$ cat config.mk
export PLATFORM = sky130hd
export DESIGN_NAME = ir_carrier_gen
export DESIGN_NICKNAME = d
export VERILOG_FILES = /design/src/rtl/ir_carrier_gen.sv
export SDC_FILE = /design/constraint.sdc
export NUM_CORES = 1
export LEC_CHECK = 0
export CORE_MARGIN = 2
export CORE_UTILIZATION = 55
export DETAILED_ROUTE_END_ITERATION = 12
export PLACE_DENSITY = 0.78
export RECOVER_POWER = 25
export SYNTH_ARGS = -nofsm -noshare
export SYNTH_HDL_FRONTEND = slang
export SYNTH_SLANG_ARGS = --single-unit
$ cat constraint.sdc
create_clock -name clk -period 6.7 [get_ports clk]
set_input_delay 0.67 -clock clk [delete_from_list [all_inputs] [get_ports clk]]
set_output_delay 0.67 -clock clk [all_outputs]
set_load 0.01 [all_outputs]
$ cat src/rtl/ir_carrier_gen.sv
`default_nettype none
// ============================================================================
// Module   : ir_carrier_gen
// Purpose  : Multi-channel IR carrier generator with fractional phase
//            accumulators, selectable duty and drain-to-period-end on gate drop.
// Revision : 1.0 - initial release
// ============================================================================
module ir_carrier_gen #(
    parameter int FCLK         = 50_000_000,
    parameter int NUM_CH       = 2,
    parameter int FREQ_W       = 20,
    parameter int DEFAULT_FREQ = 38_000,
    parameter int DEFAULT_DUTY = 2,
    parameter int CH_W         = (NUM_CH > 1) ? $clog2(NUM_CH) : 1
) (
    input  logic              clk,
    input  logic              reset_n,
    input  logic [NUM_CH-1:0] gate,
    input  logic              cfg_valid,
    output logic              cfg_ready,
    input  logic [CH_W-1:0]   cfg_ch,
    input  logic [FREQ_W-1:0] cfg_freq,
    input  logic [1:0]        cfg_duty,
    output logic [NUM_CH-1:0] carrier,
    output logic [NUM_CH-1:0] busy,
    output logic [NUM_CH-1:0] period_tick
);

    localparam int ACC_W = $clog2(FCLK) + 1;
    localparam int CMP_W = (FREQ_W > ACC_W) ? FREQ_W : ACC_W;

    localparam logic [ACC_W:0]   C_FCLK     = (ACC_W+1)'(FCLK);
    localparam logic [ACC_W-1:0] C_HALF     = ACC_W'(FCLK / 2);
    localparam logic [CMP_W-1:0] C_HALF_CMP = CMP_W'(FCLK / 2);
    localparam logic [ACC_W-1:0] C_Q1       = ACC_W'(FCLK / 4);
    localparam logic [ACC_W-1:0] C_Q2       = ACC_W'(2 * (FCLK / 4));
    localparam logic [ACC_W-1:0] C_Q3       = ACC_W'(3 * (FCLK / 4));
    localparam logic [ACC_W-1:0] C_DEF_FREQ = ACC_W'(DEFAULT_FREQ);
    localparam logic [1:0]       C_DEF_DUTY = 2'(DEFAULT_DUTY);

    typedef enum logic [1:0] {
        S_IDLE  = 2'd0,
        S_RUN   = 2'd1,
        S_DRAIN = 2'd2
    } state_t;

    logic [NUM_CH-1:0] w_idle;
    logic [CMP_W-1:0]  w_cfg_wide;
    logic [ACC_W-1:0]  w_cfg_freq;

    // Out-of-range channel numbers match no channel, so ready stays high and the write is dropped.
    always_comb begin
        cfg_ready = 1'b1;
        for (int i = 0; i < NUM_CH; i++) begin
            if (cfg_ch == CH_W'(i)) begin
                cfg_ready = w_idle[i];
            end
        end
    end

    assign w_cfg_wide = CMP_W'(cfg_freq);
    assign w_cfg_freq = (w_cfg_wide > C_HALF_CMP) ? C_HALF : w_cfg_wide[ACC_W-1:0];

    for (genvar i = 0; i < NUM_CH; i++) begin : g_ch
        state_t           r_state;
        state_t           w_state_nx;
        logic [ACC_W-1:0] r_acc;
        logic [ACC_W-1:0] w_acc_nx;
        logic [ACC_W-1:0] r_freq;
        logic [1:0]       r_duty;
        logic             r_carrier;
        logic             w_carrier_nx;
        logic             r_tick;
        logic             w_tick_nx;
        logic             r_busy;
        logic [ACC_W:0]   w_sum;
        logic             w_wrap;
        logic [ACC_W-1:0] w_step;
        logic [ACC_W-1:0] w_thresh;
        logic             w_cfg_we;

        assign w_idle[i]      = (r_state == S_IDLE);
        assign w_cfg_we       = cfg_valid && (cfg_ch == CH_W'(i)) && (r_state == S_IDLE);
        assign carrier[i]     = r_carrier;
        assign busy[i]        = r_busy;
        assign period_tick[i] = r_tick;

        always_comb begin
            w_sum  = {1'b0, r_acc} + {1'b0, r_freq};
            w_wrap = (w_sum >= C_FCLK);
            w_step = w_wrap ? ACC_W'(w_sum - C_FCLK) : w_sum[ACC_W-1:0];
            case (r_duty)
                2'd1:    w_thresh = C_Q1;
                2'd2:    w_thresh = C_Q2;
                2'd3:    w_thresh = C_Q3;
                default: w_thresh = '0;
            endcase
        end

        always_comb begin
            w_state_nx   = r_state;
            w_acc_nx     = r_acc;
            w_carrier_nx = r_carrier;
            w_tick_nx    = 1'b0;
            case (r_state)
                S_IDLE: begin
                    w_acc_nx     = '0;
                    w_carrier_nx = 1'b0;
                    if (gate[i] && (r_freq != '0)) begin
                        w_state_nx   = S_RUN;
                        w_carrier_nx = (r_duty != 2'd0);
                    end
                end
                S_RUN, S_DRAIN: begin
                    // Re-asserting gate while draining keeps the phase running.
                    w_acc_nx     = w_step;
                    w_carrier_nx = (w_step < w_thresh);
                    w_tick_nx    = w_wrap;
                    if (gate[i]) begin
                        w_state_nx = S_RUN;
                    end else if (w_wrap) begin
                        w_state_nx   = S_IDLE;
                        w_acc_nx     = '0;
                        w_carrier_nx = 1'b0;
                    end else begin
                        w_state_nx = S_DRAIN;
                    end
                end
                default: begin
                    w_state_nx   = S_IDLE;
                    w_acc_nx     = '0;
                    w_carrier_nx = 1'b0;
                end
            endcase
        end

        always_ff @(posedge clk) begin
            if (!reset_n) begin
                r_state   <= S_IDLE;
                r_acc     <= '0;
                r_freq    <= C_DEF_FREQ;
                r_duty    <= C_DEF_DUTY;
                r_carrier <= 1'b0;
                r_tick    <= 1'b0;
                r_busy    <= 1'b0;
            end else begin
                r_state   <= w_state_nx;
                r_acc     <= w_acc_nx;
                r_carrier <= w_carrier_nx;
                r_tick    <= w_tick_nx;
                r_busy    <= (w_state_nx != S_IDLE);
                if (w_cfg_we) begin
                    r_freq <= w_cfg_freq;
                    r_duty <= cfg_duty;
                end
            end
        end
    end

endmodule
`default_nettype wire

==> qor.yml <==
setup_path:
  worstSetupPathType: "flop to flop"
  cp_top_family: "compound AO/OA/AOI/OAI gates"
  cp_max_fo: 25
  max_stage_delay_ns: 0.65
  end_kind: "flop"
  crit_path_start_kind: "flop"
  critPathRequiredTime_ns: 6.97
  cp_num_buf_inv: 0
  crit_chain: "ha_1 > fa_1 > a21o_1 > a32oi_1 > a211oi_1 > o21ai_0 > mux2i_1 > a21boi_0 > o21ai_1 > a31oi_4 > nor2_1 > xor2_1 > ha_1 > a21o_1 > a21o_1 > a21oi_1 > nor2b_1 > o21ai_0 > nand2b_1 > a21oi_1 > nor2_1 > nor2_1 > o311ai_0 > o31ai_1"
  cp_slowest_cell: "a31oi_4"
  critPathArrivalTime_ns: 5.92
run:
  maxCapViolCount: 0
drt:
  ant_nets: 0
  drtIter0Drc: 672
  dr.pass1.iters: 5
  drc_errors: 0
  wire_per_inst_um: 17.3
  routed_wl_um: 22500
  avgViaCountPerCell: 6.15
  vias: 8006
sta:
  skew_ns: 0.0107
  tightest_slew_ns: 1.07
  finalCritPeriodShare_pct: 84.3
  rsz0062_at_grt: "false"
  hold_ws_ns: 0.498
  finalSetupTns_ns: 0
  fin_crit_ns: 5.65
  slew_headroom_pct: 28.2
  finalMaxSlewViolations: 0
  worst_slack_ns: 1.05
  fmax_mhz: 177
  finalSetupViolations: 0
  finalHoldViolCount: 0
logic_synthesis:
  synth-seq-area-share_pct: 24.9
  netlist_area_sq_um: 8690
  yosys.area.top_type_share_pct: 24.9
  ys_types: 83
  postSynthAreaPerCell_sq_um: 7.96
  async_reset_ff_share_pct: 0
  yosys.area.top_type: "dfxtp_1"
  synthCells: 1092
  synth_edf_count: 0
  ys.flop_type: "dfxtp_1"
  synth_warnings: 0
  ys_seq_elements: 108
  synth_area_leaders: "dfxtp_1, ha_1, nand2_1"
  syn-num-nets: 1212
cells_and_area:
  n_antenna_cell: 0
  fillers: 1400
  area_growth_syn_to_layout_pct: 8.28
  drive_gt1_share_pct: 4.86
  layout.nets: 1207
placement:
  pre_cts_ws_ns: 1.19
  place.gp.congestion: 0.925
  dpl.hpwl_um: 17400
  io_buffers: 34
die:
  row_count: 45
  die_height_um: 130
  coreArea_sq_um: 15300
  die_w_um: 130
  dieArea_sq_um: 16800
  initial_core_util_pct: 56.7
  top_level_ports: 35
worst_hold_path:
  holdCritPathClass: "flop to flop"
power:
  power.total_mw: 2.15
  p_leak_nw: 4.08
  power_density_nw_per_um2: 228
  ir_drop_v: 0.000168
global_route:
  antenna_found_initial: 0
  grt_pass1_wl_um: 36800
  grt_max_degree: 57
  grt_use_total_pct: 27.2
  grt_overflow: 0
  grt_pass1_vias: 7276
clock_tree:
  clk_pin_slew_worst_paths_ns: 0.07
  cts_setup_buffers: 0
  cts-root-buf: "clkbuf_16"
  cts_tree: "done"
  cts_resized: 0
  clock_latency_ns: 0.36
  cts_made_buffers: 9
  cts.sinks: 108
  hold_buffers: 0
  cts_max_path_buffers: 2
  htreeDepth: 3
outcome:
  status: "complete, no violations"
-- cells in the final DEF, fill, tap and decap left out, types with 20 or more instances in the layout --
cell type          n
nand2_1          152
dfxtp_1          108
ha_1              90
xnor2_1           34
nor2b_1           40
a21o_1            31
clkdlybuf4s50_1   27
nor2_1            65
o21ai_0           39
a21boi_0          36
xor2_1            25
nor3_1            20
a21oi_1           71
inv_1             37
nand3_1           50
-- per-layer routing --
metal / wire length, um / part of all wire (%) / vias up / global-route usage, %
met4: 549 / 2.4 / 0 / 8.16
met5: 0 / 0 / - / 0
met1: 10600 / 47 / 3770 / 39.0
met2: 10000 / 45 / 252 / 42.8
met3: 1330 / 5.9 / 46 / 3.47
li1: - / - / 3938 / -
-- power breakdown --
group	switching, mW	internal, mW	total, mW
Combinational	0.473	0.297	0.770
Clock	0.252	0.403	0.655
Sequential	0.0338	0.691	0.724
Total	0.759	1.39	2.15
-- flip-flops by register name (all words and copies together) (netlist names) --
register,flops
g_ch.r_acc,54
g_ch.r_freq,40
g_ch.r_duty,4
g_ch.r_state,4
g_ch.r_busy,2
g_ch.r_carrier,2
g_ch.r_tick,2
-- worst register-to-register path, cell delays in order (launching register included) --
cell	delay, ns
dfxtp_1	0.33
ha_1	0.22
fa_1	0.41
a21o_1	0.21
a32oi_1	0.31
a211oi_1	0.16
o21ai_0	0.34
mux2i_1	0.31
a21boi_0	0.37
o21ai_1	0.24
a31oi_4	0.65
nor2_1	0.12
xor2_1	0.18
ha_1	0.33
a21o_1	0.16
a21o_1	0.17
a21oi_1	0.13
nor2b_1	0.05
o21ai_0	0.14
nand2b_1	0.07
a21oi_1	0.14
nor2_1	0.06
nor2_1	0.08
o311ai_0	0.15
o31ai_1	0.24
-- cell families after synthesis --
| group | Yosys count | synth area share, % |
|---|---|---|
| AO/OA/AOI/OAI | 282 | 22.6 |
| XOR/XNOR | 64 | 6.88 |
| adder cells (fa/ha/maj) | 92 | 13.4 |
| buffers and inverters | 89 | 4.61 |
| flip-flops | 108 | 24.9 |
| multiplexers | 8 | 0.951 |
| AND/OR/NAND/NOR | 449 | 26.6 |
-- Yosys cell counts (all sizes together) (5+ instances only) --
cell	count
a211oi	15
a21boi	36
a21o	31
a21oi	73
a22oi	5
a31oi	6
and2	8
and3	16
and4	12
buf	26
clkbuf	26
dfxtp	108
ha	90
inv	37
mux2i	6
nand2	152
nand2b	10
nand3	51
nand3b	6
nand4	15
nor2	66
nor2b	40
nor3	20
nor3b	12
nor4	15
o2111ai	7
o211a	5
o211ai	11
o21a	7
o21ai	45
o21bai	5
o31ai	5
or2	8
xnor2	39
xor2	25
-- final cells by class --
cell class,count,area [sq um],area share [%]
Inverter,37,139,1.48
Tap cell,211,264,2.81
Sequential cell,108,2160,23.0
Multi-Input combinational cell,895,6120,65.1
Clock inverter,6,136,1.45
Clock buffer,9,225,2.39
Timing Repair Buffer,36,355,3.78
-- per-stage QoR --
stage	util, %	instance area [sq um]	cells
2_1_floorplan	-	8690	1092
3_3_place_gp	59.1	9040	1287
3_5_place_dp	59.1	9040	1287
4_1_cts	61.4	9410	1302
5_1_grt	61.4	9410	1302
6_report	61.4	9410	1302
-- path summary, 6_finish.rpt --
kind	to	slack, ns	from	cells past startpoint
min reg2reg	g_ch[0].r_freq[2]	0.50	g_ch[0].r_freq[2]	2
max	g_ch[1].r_carrier	1.05	g_ch[1].r_freq[0]	24
min	g_ch[0].r_freq[2]	0.50	g_ch[0].r_freq[2]	2
max reg2reg	g_ch[1].r_carrier	1.05	g_ch[1].r_freq[0]	24
Note: power is estimated with default switching activity, not from simulation.
